===== src/rtl/spi_slave_if.sv =====
`default_nettype none
// ============================================================================
// Module   : if_wb
// Brief    : 32-bit Wishbone classic bus bundle with master and slave views.
// Revision : 1.0
// ============================================================================
interface if_wb;
    logic        cyc;
    logic        stb;
    logic        we;
    logic [3:0]  sel;
    logic [31:0] adr;
    logic [31:0] dat_i;
    logic [31:0] dat_o;
    logic        ack;

    modport slave (
        input  cyc, stb, we, sel, adr, dat_i,
        output dat_o, ack
    );

    modport master (
        output cyc, stb, we, sel, adr, dat_i,
        input  dat_o, ack
    );
endinterface
`default_nettype wire


===== src/rtl/spi_slave.sv =====
`default_nettype none
// ============================================================================
// Module   : spi_slave
// Brief    : SPI mode-0 byte slave with Wishbone register access and IRQ.
// Revision : 1.0
// ============================================================================
module spi_slave #(
    parameter logic [7:0] IDLE_BYTE = 8'hFF
) (
    input  logic clk_i,
    input  logic rst_i,
    if_wb.slave  bus,
    input  logic sclk,
    input  logic ss_n,
    input  logic mosi,
    output logic miso,
    output logic miso_oe,
    output logic interrupt
);
    typedef enum logic [0:0] {
        S_IDLE   = 1'b0,
        S_ACTIVE = 1'b1
    } state_t;

    state_t      r_state;
    state_t      w_state_nxt;

    logic [1:0]  r_sclk_sync, r_ss_sync, r_mosi_sync;
    logic        r_sclk_d, r_ss_d;
    logic [1:0]  r_flush;
    logic        r_armed;

    logic [2:0]  r_bitcnt;
    logic [7:0]  r_rx_sh, r_rx_data, r_tx_sh, r_tx_hold;
    logic        r_rx_full, r_tx_full, r_ovf, r_udr, r_udr_pend;
    logic [2:0]  r_ctrl;
    logic        r_irq;
    logic        r_ack, r_done;
    logic [31:0] r_dat_o;

    logic        w_sclk_rise, w_sclk_fall, w_ss_fall, w_ss_rise;
    logic        w_rx_edge, w_tx_edge, w_entry_load, w_bound_load, w_load, w_shift;
    logic        w_byte_done;
    logic [7:0]  w_rx_byte;
    logic        w_req, w_start, w_rd_data, w_wr_data, w_wr_stat, w_wr_ctrl;
    logic [31:0] w_rdata;
    logic        w_busy;
    logic        w_unused;

    always_ff @(posedge clk_i or negedge rst_i) begin
        if (!rst_i) begin
            r_sclk_sync <= 2'b00;
            r_ss_sync   <= 2'b11;
            r_mosi_sync <= 2'b00;
            r_sclk_d    <= 1'b0;
            r_ss_d      <= 1'b1;
            r_flush     <= 2'b00;
            r_armed     <= 1'b0;
        end else begin
            r_sclk_sync <= {r_sclk_sync[0], sclk};
            r_ss_sync   <= {r_ss_sync[0], ss_n};
            r_mosi_sync <= {r_mosi_sync[0], mosi};
            r_sclk_d    <= r_sclk_sync[1];
            r_ss_d      <= r_ss_sync[1];
            r_flush     <= {r_flush[0], 1'b1};
            // Only a select seen high after the synchronizer has flushed arms a new frame.
            if (r_flush[1] && r_ss_sync[1]) r_armed <= 1'b1;
        end
    end

    assign w_sclk_rise = r_sclk_sync[1] & ~r_sclk_d;
    assign w_sclk_fall = ~r_sclk_sync[1] & r_sclk_d;
    assign w_ss_fall   = ~r_ss_sync[1] & r_ss_d & r_armed;
    assign w_ss_rise   = r_ss_sync[1] & ~r_ss_d;
    assign w_rx_byte   = {r_rx_sh[6:0], r_mosi_sync[1]};

    always_ff @(posedge clk_i or negedge rst_i) begin
        if (!rst_i) r_state <= S_IDLE;
        else        r_state <= w_state_nxt;
    end

    always_comb begin
        w_state_nxt  = r_state;
        w_rx_edge    = 1'b0;
        w_tx_edge    = 1'b0;
        w_entry_load = 1'b0;
        case (r_state)
            S_IDLE: begin
                if (w_ss_fall) begin
                    w_state_nxt  = S_ACTIVE;
                    w_entry_load = 1'b1;
                end
            end
            S_ACTIVE: begin
                if (w_ss_rise) begin
                    w_state_nxt = S_IDLE;
                end else begin
                    w_rx_edge = w_sclk_rise;
                    w_tx_edge = w_sclk_fall;
                end
            end
            default: w_state_nxt = S_IDLE;
        endcase
    end

    assign w_busy       = (r_state == S_ACTIVE);
    assign w_bound_load = w_tx_edge & (r_bitcnt == 3'd0);
    assign w_load       = w_entry_load | w_bound_load;
    assign w_shift      = w_tx_edge & ~w_bound_load;
    assign w_byte_done  = w_rx_edge & (r_bitcnt == 3'd7);

    assign w_req     = bus.cyc & bus.stb;
    assign w_start   = w_req & ~r_ack & ~r_done;
    assign w_rd_data = w_start & ~bus.we & (bus.adr[3:2] == 2'd0);
    assign w_wr_data = w_start & bus.we & bus.sel[0] & (bus.adr[3:2] == 2'd0);
    assign w_wr_stat = w_start & bus.we & bus.sel[0] & (bus.adr[3:2] == 2'd1);
    assign w_wr_ctrl = w_start & bus.we & bus.sel[0] & (bus.adr[3:2] == 2'd2);
    assign w_unused  = ^{bus.adr[31:4], bus.adr[1:0], bus.sel[3:1], bus.dat_i[31:8]};

    always_comb begin
        w_rdata = 32'd0;
        case (bus.adr[3:2])
            2'd0:    w_rdata = {24'd0, r_rx_data};
            2'd1:    w_rdata = {27'd0, w_busy, r_udr, r_ovf, r_tx_full, r_rx_full};
            2'd2:    w_rdata = {29'd0, r_ctrl};
            default: w_rdata = 32'd0;
        endcase
    end

    always_ff @(posedge clk_i or negedge rst_i) begin
        if (!rst_i) begin
            r_ack   <= 1'b0;
            r_done  <= 1'b0;
            r_dat_o <= 32'd0;
        end else begin
            r_ack  <= w_start;
            r_done <= w_req & (r_done | r_ack);
            if (w_start) r_dat_o <= w_rdata;
        end
    end

    always_ff @(posedge clk_i or negedge rst_i) begin
        if (!rst_i) begin
            r_bitcnt  <= 3'd0;
            r_rx_sh   <= 8'd0;
            r_rx_data <= 8'd0;
            r_rx_full <= 1'b0;
            r_ovf     <= 1'b0;
        end else begin
            if (w_ss_rise) begin
                r_bitcnt <= 3'd0;
                r_rx_sh  <= 8'd0;
            end else if (w_rx_edge) begin
                r_bitcnt <= r_bitcnt + 3'd1;
                r_rx_sh  <= w_rx_byte;
            end
            if (w_rd_data) r_rx_full <= 1'b0;
            if (w_wr_stat && bus.dat_i[2]) r_ovf <= 1'b0;
            // A read acked this cycle has already captured the old byte, so the new one fits.
            if (w_byte_done) begin
                if (!r_rx_full || w_rd_data) begin
                    r_rx_data <= w_rx_byte;
                    r_rx_full <= 1'b1;
                end else begin
                    r_ovf <= 1'b1;
                end
            end
        end
    end

    always_ff @(posedge clk_i or negedge rst_i) begin
        if (!rst_i) begin
            r_tx_sh    <= 8'd0;
            r_tx_hold  <= 8'd0;
            r_tx_full  <= 1'b0;
            r_udr      <= 1'b0;
            r_udr_pend <= 1'b0;
        end else begin
            if (w_wr_stat && bus.dat_i[3]) r_udr <= 1'b0;
            if (w_load) begin
                r_tx_sh   <= r_tx_full ? r_tx_hold : IDLE_BYTE;
                r_tx_full <= 1'b0;
                // An empty end-of-byte load only counts once the master clocks into it.
                if (!r_tx_full) begin
                    if (w_entry_load) r_udr      <= 1'b1;
                    else              r_udr_pend <= 1'b1;
                end
            end else if (w_shift) begin
                r_tx_sh <= {r_tx_sh[6:0], 1'b0};
            end
            if (w_rx_edge && r_udr_pend) begin
                r_udr      <= 1'b1;
                r_udr_pend <= 1'b0;
            end
            if (w_ss_rise) r_udr_pend <= 1'b0;
            if (w_wr_data) begin
                r_tx_hold <= bus.dat_i[7:0];
                r_tx_full <= 1'b1;
            end
        end
    end

    always_ff @(posedge clk_i or negedge rst_i) begin
        if (!rst_i) begin
            r_ctrl <= 3'd0;
            r_irq  <= 1'b0;
        end else begin
            if (w_wr_ctrl) r_ctrl <= bus.dat_i[2:0];
            r_irq <= (r_ctrl[0] & r_rx_full) | (r_ctrl[1] & ~r_tx_full)
                   | (r_ctrl[2] & (r_ovf | r_udr));
        end
    end

    assign bus.ack   = r_ack;
    assign bus.dat_o = r_dat_o;
    assign miso      = r_tx_sh[7];
    assign miso_oe   = ~r_ss_sync[1];
    assign interrupt = r_irq;

endmodule
`default_nettype wire

===== src/flat_wrapper.sv =====
// flat-port wrapper written by rule: the top's interface ports become plain ports
module spi_slave_flat 
#(
    parameter logic [7:0] IDLE_BYTE = 8'hFF
)
  (clk_i, rst_i, sclk, ss_n, mosi, miso, miso_oe, interrupt, bus_cyc, bus_stb, bus_we, bus_sel, bus_adr, bus_dat_i, bus_dat_o, bus_ack);
  if_wb bus_i ();
  input  logic clk_i;
  input  logic rst_i;
  input  logic sclk;
  input  logic ss_n;
  input  logic mosi;
  output logic miso;
  output logic miso_oe;
  output logic interrupt;
  input wire logic [$bits(bus_i.cyc)-1:0] bus_cyc;
  input wire logic [$bits(bus_i.stb)-1:0] bus_stb;
  input wire logic [$bits(bus_i.we)-1:0] bus_we;
  input wire logic [$bits(bus_i.sel)-1:0] bus_sel;
  input wire logic [$bits(bus_i.adr)-1:0] bus_adr;
  input wire logic [$bits(bus_i.dat_i)-1:0] bus_dat_i;
  output wire logic [$bits(bus_i.dat_o)-1:0] bus_dat_o;
  output wire logic [$bits(bus_i.ack)-1:0] bus_ack;
  assign bus_i.cyc = bus_cyc;
  assign bus_i.stb = bus_stb;
  assign bus_i.we = bus_we;
  assign bus_i.sel = bus_sel;
  assign bus_i.adr = bus_adr;
  assign bus_i.dat_i = bus_dat_i;
  assign bus_dat_o = bus_i.dat_o;
  assign bus_ack = bus_i.ack;
  spi_slave #(.IDLE_BYTE(IDLE_BYTE)) u_core (.clk_i(clk_i), .rst_i(rst_i), .bus(bus_i), .sclk(sclk), .ss_n(ss_n), .mosi(mosi), .miso(miso), .miso_oe(miso_oe), .interrupt(interrupt));
endmodule

===== config.mk =====
export PLATFORM = sky130hd
export DESIGN_NAME = spi_slave_flat
export DESIGN_NICKNAME = d
export VERILOG_FILES = /design/src/rtl/spi_slave_if.sv /design/src/rtl/spi_slave.sv /design/src/flat_wrapper.sv
export SDC_FILE = /design/constraint.sdc
export NUM_CORES = 1
export LEC_CHECK = 0
export ABC_AREA = 1
export CORE_UTILIZATION = 44
export DETAILED_ROUTE_END_ITERATION = 8
export PLACE_DENSITY = 0.8
export SLEW_MARGIN = 10
export SYNTH_ARGS = -nofsm -noshare
export SYNTH_HDL_FRONTEND = slang
export SYNTH_SLANG_ARGS = --single-unit

===== constraint.sdc =====
create_clock -name clk_i -period 1.5 [get_ports clk_i]
set_input_delay 0.375 -clock clk_i [delete_from_list [all_inputs] [get_ports clk_i]]
set_output_delay 0.375 -clock clk_i [all_outputs]
set_load 0.02 [all_outputs]

==> results of run 1 <==
==> per-layer routing <==
metal  vias up  wire, µm  track usage
li1       1117         -            -
met1      1106      2310        0.214
met2        79      2850        0.303
met3        12       317       0.0686
met4         0       119       0.0801
met5         -         0            0
==> per-stage QoR <==
stage,setup TNS (ps),setup slack [ps],cells
3_3_place_gp,-4860,-219,448
6_report,0,54.9,464
2_1_floorplan,0,111,346
3_5_place_dp,-5290,-246,448
5_1_grt,0,12.6,464
4_1_cts,0,27.4,464
==> area by class of cell <==
cell class | count | area, µm² | share of cell area
Sequential cell | 65 | 1630 | 0.455
Timing Repair Buffer | 54 | 494 | 0.138
Inverter | 25 | 96.3 | 0.0269
Clock buffer | 9 | 124 | 0.0346
Clock inverter | 7 | 71.3 | 0.0199
Tap cell | 77 | 96.3 | 0.0269
Multi-Input combinational cell | 227 | 1070 | 0.299
==> kinds of logic (layout without fill, tap and decap cells) <==
family	Yosys count	in the layout	synth area share
AO/OA/AOI/OAI	39	39	0.0755
other	2	25	0.00257
AND/OR/NAND/NOR	160	160	0.245
buffers and inverters	54	95	0.106
adder cells (fa/ha/maj)	3	3	0.0129
flip-flops	65	65	0.559
==> registers in the layout, summed over array words and instances (netlist names) <==
signal / cells
u_core.r_rx_full: 1
u_core.r_sclk_d: 1
u_core.r_done: 1
u_core.r_sclk_sync: 2
u_core.r_bitcnt: 3
u_core.bus.ack: 1
u_core.r_ss_d: 1
u_core.r_rx_sh: 7
u_core.interrupt: 1
u_core.r_ss_sync: 2
u_core.r_flush: 2
u_core.r_rx_data: 8
u_core.r_tx_full: 1
u_core.r_state: 1
u_core.r_tx_hold: 8
u_core.r_ovf: 1
u_core.r_udr_pend: 1
u_core.r_armed: 1
u_core.r_tx_sh: 8
u_core.r_udr: 1
u_core.bus.dat_o: 8
u_core.r_mosi_sync: 2
u_core.r_ctrl: 3
==> report_power, final <==
| part | internal (µW) | switching, µW |
|---|---|---|
| Combinational | 367 | 577 |
| Sequential | 2000 | 152 |
| Clock | 765 | 680 |
| Total | 3140 | 1410 |
==> worst paths after layout <==
path / from / end / cells past startpoint
hold / removal: rst_i / u_core.r_tx_hold[4]$_DFFE_PN0P_ / 2
min in group clk_i: u_core.r_flush[0]$_DFF_PN0_ / u_core.r_flush[1]$_DFF_PN0_ / 0
hold reg to reg: u_core.r_flush[0]$_DFF_PN0_ / u_core.r_flush[1]$_DFF_PN0_ / 0
setup / recovery: u_core.bus.dat_o[3]$_DFFE_PN0N_ / bus_dat_o[3] / 1
setup reg to reg: u_core.r_ss_sync[1]$_DFF_PN1_ / u_core.r_tx_sh[2]$_DFFE_PN0P_ / 8
max in group asynchronous: rst_i / u_core.r_ss_d$_DFF_PN1_ / 2
==> cells in the final DEF, fill, tap and decap left out, types with 3 or more instances in the layout <==
| master | n |
|---|---|
| sky130_fd_sc_hd__nand2_1 | 89 |
| sky130_fd_sc_hd__clkinv_4 | 3 |
| sky130_fd_sc_hd__o21ai_0 | 24 |
| sky130_fd_sc_hd__nand2_2 | 11 |
| sky130_fd_sc_hd__clkinv_2 | 3 |
| sky130_fd_sc_hd__nand3_1 | 45 |
| sky130_fd_sc_hd__a21oi_1 | 3 |
| sky130_fd_sc_hd__clkbuf_8 | 9 |
| sky130_fd_sc_hd__buf_4 | 21 |
| sky130_fd_sc_hd__inv_1 | 22 |
| sky130_fd_sc_hd__dfstp_2 | 3 |
| sky130_fd_sc_hd__dfrtp_1 | 62 |
| sky130_fd_sc_hd__nor2_1 | 9 |
| sky130_fd_sc_hd__clkdlybuf4s50_1 | 17 |
| sky130_fd_sc_hd__buf_12 | 3 |
| sky130_fd_sc_hd__conb_1 | 25 |
| sky130_fd_sc_hd__dlygate4sd2_1 | 11 |
| sky130_fd_sc_hd__o22ai_1 | 5 |
| sky130_fd_sc_hd__o21ai_2 | 3 |
| sky130_fd_sc_hd__ha_1 | 3 |
==> flow_summary.yaml, run 1 <==
sta:
  fmax_ghz: 0.692
  finalClockSkew_ps: 7.74
  whs_ps: 22.9
  post_route_minimum_period_ps: 1450
  report.final.setup_viol: 0
  rsz0062_at_grt: "no"
  timing.final.hold_violations: 0
  layout_worst_path_cycle_share: 0.963
  number_of_max_slew_violations_in_the_final_report: 0
clocking:
  clock_network_latency_to_the_later_pin_of_the_worst_skew_pair_ps: 350
  cts.clk_slew.worst_paths_ps: 70
  htree_levels: 3
  number_of_sinks_handled_by_clock_tree_synthesis: 65
  postCtsResizedCells: 15
  buffer_cell_driving_the_clock_tree_root: "sky130_fd_sc_hd__clkbuf_8"
  cts_buffers: 9
  clk_path_buf_depth: 2
  cts.hold.buffers_added: 0
  clock_tree_from_tritoncts: "yes"
  setup_repair_bufs_after_cts: 0
place:
  io_buffer_count: 30
  placed_cell_area_mm2: 0.00340
  dpl.hpwl_um: 3940
  gp_weighted_congestion: 0.806
detailed_routing:
  postRouteWirelength_um: 5600
  drc_markers: 0
  detailroute.via_count: 2314
  dr.first_iter.drc_count: 230
  avgViaCountPerCell: 4.99
  drtAntennaViolNets: 0
  wire_per_inst_um: 12.1
  first_pass_iters: 4
run_status:
  outcome: "complete, no violations"
finish:
  post-route-util: 0.561
  finish.net_count: 461
  n_fill_cell: 559
  share_of_cells_above_drive_strength_1: 0.173
  postLayoutCellArea_mm2: 0.00358
  antenna_cells: 0
  areaGrowthSynthToFinish_pct: 22.9
run:
  maxCapViolations: 0
logic_synthesis:
  synth_largest_area_cell: "sky130_fd_sc_hd__dfrtp_1"
  ys_seq_elements: 65
  synth.area.top_cells: "sky130_fd_sc_hd__dfrtp_1 (53%), sky130_fd_sc_hd__nand2_1 (12%), sky130_fd_sc_hd__nand3_1 (7.7%)"
  synthesis.area_per_instance_um2: 9.03
  synth.yosys.seq_area_share: 0.559
  netlist_area_mm2: 0.00292
  yosys.area.top_type_share: 0.532
  synthFlopType: "sky130_fd_sc_hd__dfrtp_1"
  synth_warnings: 0
  post-synth-top-count-cell: "sky130_fd_sc_hd__nand2_1"
  synth_edf_count: 0
  synthCells: 323
  postSynth.asyncResetShare: 1.00
  yosys-top-cells-count: "sky130_fd_sc_hd__nand2_1 (91), sky130_fd_sc_hd__dfrtp_1 (62), sky130_fd_sc_hd__nand3_1 (45)"
  synth_cell_type_count: 24
worst_setup_path:
  critPathArrivalTime_ps: 1070
  crit_buf_inv: 1
  worst_setup_path_end_kind: "output port"
  longest_individual_stage_delay_on_the_worst_path_ps: 390
  crit_path_cell_trace: "dlygate4sd2_1"
  critPathTopFamily: "flip-flops"
  criticalPathCategory: "reg2out"
  critical_path.startpoint_type: "flop"
  timing.critical_path.fanout_max: 2
  critical_path_required_ps: 1120
  worst-r2r-setup-slack_ps: 120
  cpMaxStageDelayCell: "sky130_fd_sc_hd__dfrtp_1"
pwr:
  p_leak_uw: 0.00187
  pwr_density_cell_mw_per_mm2: 1270
  design_power_total_uw: 4550
  ir_worst_vdd_v: 0.000949
global_routing:
  grt_overflow: 0
  grt_antenna_before_repair: 0
  grt_pass1_wl_um: 9940
  globalRouteTotalUtil: 0.183
  grt_max_degree: 66
  via_count_of_the_first_global_routing_pass: 2253
floorplanning:
  dieHeight_um: 83.4
  floorplan.die.width_um: 83.4
  core_area_mm2: 0.00639
  row_count: 29
  floorplan.die_area_mm2: 0.00696
  start_util: 0.457
  io-pin-count: 112
worst_hold_path:
  min_path_type: "in2async"
Note: power is estimated with default switching activity, not from simulation.
==> run 2: changes to the inputs <==
==> constraint.sdc (replaced) <==
create_clock -name clk_i -period 1.5 [get_ports clk_i]
set_input_delay 0.3 -clock clk_i [delete_from_list [all_inputs] [get_ports clk_i]]
set_output_delay 0.3 -clock clk_i [all_outputs]
set_load 0.02 [all_outputs]
==> flow_summary.yaml, run 2 (synthesis results as in run 1) <==
detailed_routing:
  met2RoutedLength_um: 2720
  drt-met1-wl_um: 2360
  highest_layer: "met4"
  dr.first_iter.drc_count: 188
  postRouteWirelength_um: 5410
  drtAntennaViolNets: 0
  drc_markers: 0
  wire_per_inst_um: 11.7
  first_pass_iters: 4
  route.met3.wl_um: 239
  avgViaCountPerCell: 4.86
  detailroute.via_count: 2241
clocking:
  setup_repair_bufs_after_cts: 0
  cts.clk_slew.worst_paths_ps: 60
  clk_path_buf_depth: 2
  number_of_sinks_handled_by_clock_tree_synthesis: 65
  clock_network_latency_to_the_later_pin_of_the_worst_skew_pair_ps: 340
  clock_tree_from_tritoncts: "yes"
  htree_levels: 3
  cts_buffers: 9
  buffer_cell_driving_the_clock_tree_root: "sky130_fd_sc_hd__clkbuf_8"
worst_hold_path:
  min_path_type: "reg2reg"
  timing.hold.worst_path_depth: 0
  min_from: "u_core.r_sclk_sync[0]$_DFF_PN0_"
  worst_hold_path.endpoint: "u_core.r_sclk_sync[1]$_DFF_PN0_"
finish:
  layout_common_cells: "sky130_fd_sc_hd__nand2_1 (89), sky130_fd_sc_hd__dfrtp_1 (62), sky130_fd_sc_hd__nand3_1 (45)"
  areaGrowthSynthToFinish_pct: 23.0
  finish.net_count: 459
  share_of_cells_above_drive_strength_1: 0.161
  final_common_cell: "sky130_fd_sc_hd__nand2_1"
  antenna_cells: 0
  postLayoutCellArea_mm2: 0.00359
  finalNonFillerCells: 461
worst_setup_path:
  longest_individual_stage_delay_on_the_worst_path_ps: 580
  critical_path_required_ps: 1200
  crit_path_cell_trace: "inv_1, buf_2"
  worst-r2r-setup-slack_ps: 130
  reg2reg_from: "u_core.r_ss_d$_DFF_PN1_"
  critical_path.startpoint_type: "flop"
  timing.critical_path.fanout_max: 5
  worstRegToRegCells: 7
  criticalPathCategory: "reg2out"
  critPathArrivalTime_ps: 1110
  cpMaxStageDelayCell: "sky130_fd_sc_hd__dfstp_2"
  critical_path.reg2reg.endpoint: "u_core.r_tx_sh[0]$_DFFE_PN0P_"
  worst_setup_path_end_kind: "output port"
global_routing:
  grt_max_degree: 66
  grt_antenna_before_repair: 0
  globalRouteTotalUtil: 0.173
  grt_overflow: 0
  grt_pass1_wl_um: 9540
  via_count_of_the_first_global_routing_pass: 2226
sta:
  finalClockSkew_ps: 6.28
  layout_setup_ws_ps: 86.6
  rsz0062_at_grt: "no"
  layout_worst_path_cycle_share: 0.942
  number_of_max_slew_violations_in_the_final_report: 0
  whs_ps: 351
  post_route_minimum_period_ps: 1410
  timing.final.hold_violations: 0
  report.final.setup_viol: 0
  fmax_ghz: 0.708
floorplanning:
  row_count: 29
  io-pin-count: 112
  start_util: 0.457
  floorplan.die_area_mm2: 0.00696
  floorplan.die.width_um: 83.4
  dieHeight_um: 83.4
  core_area_mm2: 0.00639
place:
  placed_cell_area_mm2: 0.00338
  io_buffer_count: 30
  minimum_setup_slack_after_placement_ps: -211
  placedCellCount: 445
  gp_weighted_congestion: 0.808
  dpl.hpwl_um: 3830
pwr:
  p_int_uw: 3220
  clock_power_share: 0.320
  design_power_total_uw: 4560
  netSwitchingFraction: 0.295
  pwr_density_cell_mw_per_mm2: 1270
  power.share.combinational: 0.207
  ir_worst_vdd_v: 0.000628
  p_sw_uw: 1350
  seq_power_share: 0.473
  p_leak_uw: 0.00186
run_status:
  outcome: "complete, no violations"
run:
  maxCapViolations: 0
## run 2: cell count changes in the layout (fill, tap and decap cells not counted)
cell	change
sky130_fd_sc_hd__buf_4	-3
sky130_fd_sc_hd__clkbuf_1	+1
sky130_fd_sc_hd__clkbuf_8	+2
sky130_fd_sc_hd__clkinv_2	-1
sky130_fd_sc_hd__clkinv_4	-3
sky130_fd_sc_hd__dlygate4sd3_1	+1
sky130_fd_sc_hd__nand2_2	-3
sky130_fd_sc_hd__nand2_4	+3
sky130_fd_sc_hd__o21ai_0	-2
sky130_fd_sc_hd__o21ai_1	+2
## run 2: area by class of cell
cell class | instances | area, µm²
Clock buffer | 12 | 155
Clock inverter | 3 | 40.0
Sequential cell | 65 | 1630
Tap cell | 77 | 96.3
Fill cell | 554 | 2800
Inverter | 25 | 96.3
Multi-Input combinational cell | 227 | 1090
Timing Repair Buffer | 52 | 482
## run 2: metrics by stage
step / util / TNS (ps)
after floorplan: - / 0
after global placement: 0.529 / -2810
after detailed placement: 0.529 / -3580
after CTS: 0.558 / 0
after global routing: 0.562 / 0
final: 0.562 / 0
## run 2: worst max-delay path, delay by kind of cell (launching register included)
| kind | cells | cell delay (ps) |
|---|---|---|
| buffers and inverters | 2 | 190 |
| DFF | 1 | 580 |
## run 2: what timing repair did
item | CTS | global route
gates cloned | 0 | 0
endpoints found under the setup margin | 12 | 21
hold buffers | 1 | 0
gates resized for setup | 15 | 10
endpoints found under the hold margin | 62 | 0
## run 2: power groups by stage
| stage | clock (µW) | sequential, µW | combinational, µW |
|---|---|---|---|
| 2_1_floorplan | 0 | 2200 | 589 |
| 3_3_place_gp | 0 | 2180 | 918 |
| 3_5_place_dp | 0 | 2180 | 950 |
| 4_1_cts | 1500 | 2150 | 930 |
| 5_1_grt | 1580 | 2180 | 1060 |
| 6_report | 1460 | 2160 | 947 |
## run 2: worst max-delay path by stage
| stage | start | end | slack, ps | cells after the start |
|---|---|---|---|---|
| final | u_core.r_ss_sync[1]$_DFF_PN1_ | miso_oe | 90 | 2 |
| after global routing | u_core.r_done$_DFF_PN0_ | u_core.r_rx_data[6]$_DFFE_PN0P_ | 10 | 8 |
| after CTS | u_core.r_ss_sync[1]$_DFF_PN1_ | u_core.r_tx_sh[2]$_DFFE_PN0P_ | 50 | 7 |
| after detailed placement | bus_cyc | u_core.r_rx_data[6]$_DFFE_PN0P_ | -210 | 8 |
| after global placement | bus_adr[3] | u_core.r_tx_hold[2]$_DFFE_PN0P_ | -150 | 7 |
| after floorplan | u_core.r_ss_d$_DFF_PN1_ | u_core.r_rx_data[5]$_DFFE_PN0P_ | 110 | 9 |
## run 2: routing by layer
metal,GRT usage,vias up
met1,0.211,1064
met2,0.288,58
li1,-,1111
met5,0,-
met3,0.0477,8
met4,0.0755,0
==> run 3: changes to the inputs <==
Settings changed: ABC_AREA 1 to not set, CTS_CLUSTER_SIZE set to 10.
==> flow_summary.yaml, run 3 <==
sta:
  whs_ps: 347
  report.final.setup_viol: 32
  worst_slew_margin_rel: 0.605
  layout_setup_ws_ps: -225
  rsz0062_at_grt: "yes"
  tns_ps: -4070
  timing.final.hold_violations: 0
  finalClockSkew_ps: 11.0
  worstMarginPinSlew_ps: 589
  post_route_minimum_period_ps: 1730
  layout_worst_path_cycle_share: 1.15
  number_of_max_slew_violations_in_the_final_report: 0
  fmax_ghz: 0.580
worst_setup_path:
  criticalPathCategory: "reg2reg"
  critical_path.reg2reg.endpoint: "u_core.r_rx_data[2]$_DFFE_PN0P_"
  reg2reg_from: "u_core.r_done$_DFF_PN0_"
  critical_path_required_ps: 1710
  worstSetupEndpoint: "u_core.r_rx_data[2]$_DFFE_PN0P_"
  timing.critical_path.fanout_max: 8
  worst_setup_path_end_kind: "flop"
  worstRegToRegCells: 5
  worst-r2r-setup-slack_ps: -230
  timing.critical_path.from: "u_core.r_done$_DFF_PN0_"
  critPathArrivalTime_ps: 1930
  critical_path.startpoint_type: "flop"
finish:
  layout_common_cells: "sky130_fd_sc_hd__dfrtp_1 (61), sky130_fd_sc_hd__nand2_1 (32), sky130_fd_sc_hd__buf_4 (29)"
  antenna_cells: 0
  areaGrowthSynthToFinish_pct: 40.3
  final_common_cell: "sky130_fd_sc_hd__dfrtp_1"
  finalNonFillerCells: 420
  finish.net_count: 417
  share_of_cells_above_drive_strength_1: 0.394
  n_fill_cell: 432
logic_synthesis:
  post-synth-top-count-cell: "sky130_fd_sc_hd__dfrtp_1"
  yosys.area.top_type_share: 0.535
  yosys-top-cells-count: "sky130_fd_sc_hd__dfrtp_1 (62), sky130_fd_sc_hd__nand2_1 (35), sky130_fd_sc_hd__buf_4 (24)"
  synthesis.area_per_instance_um2: 11.2
  synth.area.top_cells: "sky130_fd_sc_hd__dfrtp_1 (54%), sky130_fd_sc_hd__mux2_2 (7.4%), sky130_fd_sc_hd__buf_4 (6.2%)"
  synth_cell_type_count: 38
  ys_seq_elements: 65
  synth_edf_count: 0
  synthFlopType: "sky130_fd_sc_hd__dfrtp_1"
  netlist_area_mm2: 0.00290
  synthCells: 259
  synth_warnings: 0
  postSynth.asyncResetShare: 1.00
  synth_largest_area_cell: "sky130_fd_sc_hd__dfrtp_1"
  synth.yosys.seq_area_share: 0.563
place:
  dpl.hpwl_um: 3750
  io_buffer_count: 30
  gp_weighted_congestion: 0.793
  placedCellCount: 378
  minimum_setup_slack_after_placement_ps: -627
clocking:
  cts.clk_slew.worst_paths_ps: 70
  buffer_cell_driving_the_clock_tree_root: "sky130_fd_sc_hd__clkbuf_8"
  htree_levels: 3
  number_of_sinks_handled_by_clock_tree_synthesis: 65
  clock_tree_from_tritoncts: "yes"
  clock_network_latency_to_the_later_pin_of_the_worst_skew_pair_ps: 330
  clk_path_buf_depth: 2
  cts_buffers: 9
global_routing:
  grt_max_degree: 66
  via_count_of_the_first_global_routing_pass: 2050
  globalRouteTotalUtil: 0.184
  grt_pass1_wl_um: 10100
  grt_antenna_before_repair: 0
  grt_overflow: 0
floorplanning:
  floorplan.die_area_mm2: 0.00691
  core_area_mm2: 0.00635
  dieHeight_um: 83.2
  row_count: 29
  floorplan.die.width_um: 83.2
  start_util: 0.456
  io-pin-count: 112
detailed_routing:
  drtAntennaViolNets: 0
  avgViaCountPerCell: 5.27
  postRouteWirelength_um: 6840
  first_pass_iters: 4
  drc_markers: 0
  detailroute.via_count: 2213
  wire_per_inst_um: 16.3
  dr.first_iter.drc_count: 159
pwr:
  p_int_uw: 3040
  p_leak_uw: 0.00192
  power.share.combinational: 0.226
  seq_power_share: 0.483
  ir_worst_vdd_v: 0.000559
  netSwitchingFraction: 0.296
  p_sw_uw: 1280
  pwr_density_cell_mw_per_mm2: 1060
  clock_power_share: 0.291
worst_hold_path:
  min_path_type: "reg2reg"
  timing.hold.worst_path_depth: 0
run_status:
  failed_checks: "setup timing"
  outcome: "finished with violations"
run:
  maxCapViolations: 0
-- run 3: final cells by class --
class | instances | area (µm²) | share of cell area
flip-flops and latches | 65 | 1630 | 0.401
multi-input cells | 178 | 1420 | 0.349
repair buffers | 78 | 731 | 0.180
clock buffers | 12 | 145 | 0.0357
well taps | 77 | 96.3 | 0.0237
inverters | 6 | 22.5 | 0.00554
clock inverters | 4 | 20.0 | 0.00492
-- run 3: worst min path at each step --
stage                                               start                         endpoint
after floorplan                                     rst_i         u_core.bus.ack$_DFF_PN0_
after global placement    u_core.r_mosi_sync[0]$_DFF_PN0_  u_core.r_mosi_sync[1]$_DFF_PN0_
after detailed placement                            rst_i    u_core.r_tx_sh[4]$_DFFE_PN0P_
after CTS                 u_core.r_mosi_sync[0]$_DFF_PN0_  u_core.r_mosi_sync[1]$_DFF_PN0_
after global routing        u_core.r_ss_sync[0]$_DFF_PN1_    u_core.r_ss_sync[1]$_DFF_PN1_
final                     u_core.r_mosi_sync[0]$_DFF_PN0_  u_core.r_mosi_sync[1]$_DFF_PN0_
-- run 3: repair_timing --
item / CTS / global route
hold endpoints to repair: 55 / 0
buffers inserted: 10 / 14
gates cloned: 2 / 1
pin swaps: 18 / 20
gates resized for setup: 39 / 69
setup endpoints to repair: 42 / 46
hold buffers: 1 / 0
-- run 3: power by group through the flow --
| stage | Sequential (µW) | Clock (µW) | Combinational [µW] |
|---|---|---|---|
| 4_1_cts | 2050 | 1280 | 760 |
| 3_5_place_dp | 2080 | 0 | 699 |
| 3_3_place_gp | 2070 | 0 | 677 |
| 2_1_floorplan | 2080 | 0 | 433 |
| 6_report | 2080 | 1260 | 974 |
| 5_1_grt | 2100 | 1370 | 1050 |
-- run 3: worst max-delay path, cell delays in order (launching register included) --
cell	delay (ps)
sky130_fd_sc_hd__dfrtp_1	400
sky130_fd_sc_hd__nand4bb_4	250
sky130_fd_sc_hd__o41ai_4	250
sky130_fd_sc_hd__and3_1	210
sky130_fd_sc_hd__buf_6	150
sky130_fd_sc_hd__mux2_2	330
-- run 3: routing by layer --
layer | wire [µm] | share of wire | global-route usage
met1 | 2890 | 0.42 | 0.246
met2 | 3510 | 0.51 | 0.294
met3 | 311 | 0.045 | 0.0368
met4 | 136 | 0.020 | 0.0737
met5 | 0 | 0 | 0
-- run 3: cells by family (layout without fill, tap and decap cells) --
kind of cell               after synthesis  in the layout  synth area share
adders and majority gates                3              3            0.0130
buffers and inverters                   40            100            0.0902
and+or+nand+nor                         88             88             0.152
muxes                                   24             24            0.0911
other                                    2             25           0.00259
AOI/OAI and AO/OA                       37             38            0.0885
DFF                                     65             65             0.563
-- run 3: metrics by stage --
stage	util	total power, µW	area [µm²]
after floorplan	-	2520	3010
after global routing	0.640	4520	4070
final	0.640	4310	4070
after detailed placement	0.526	2780	3340
after global placement	0.526	2750	3340
after CTS	0.580	4080	3680
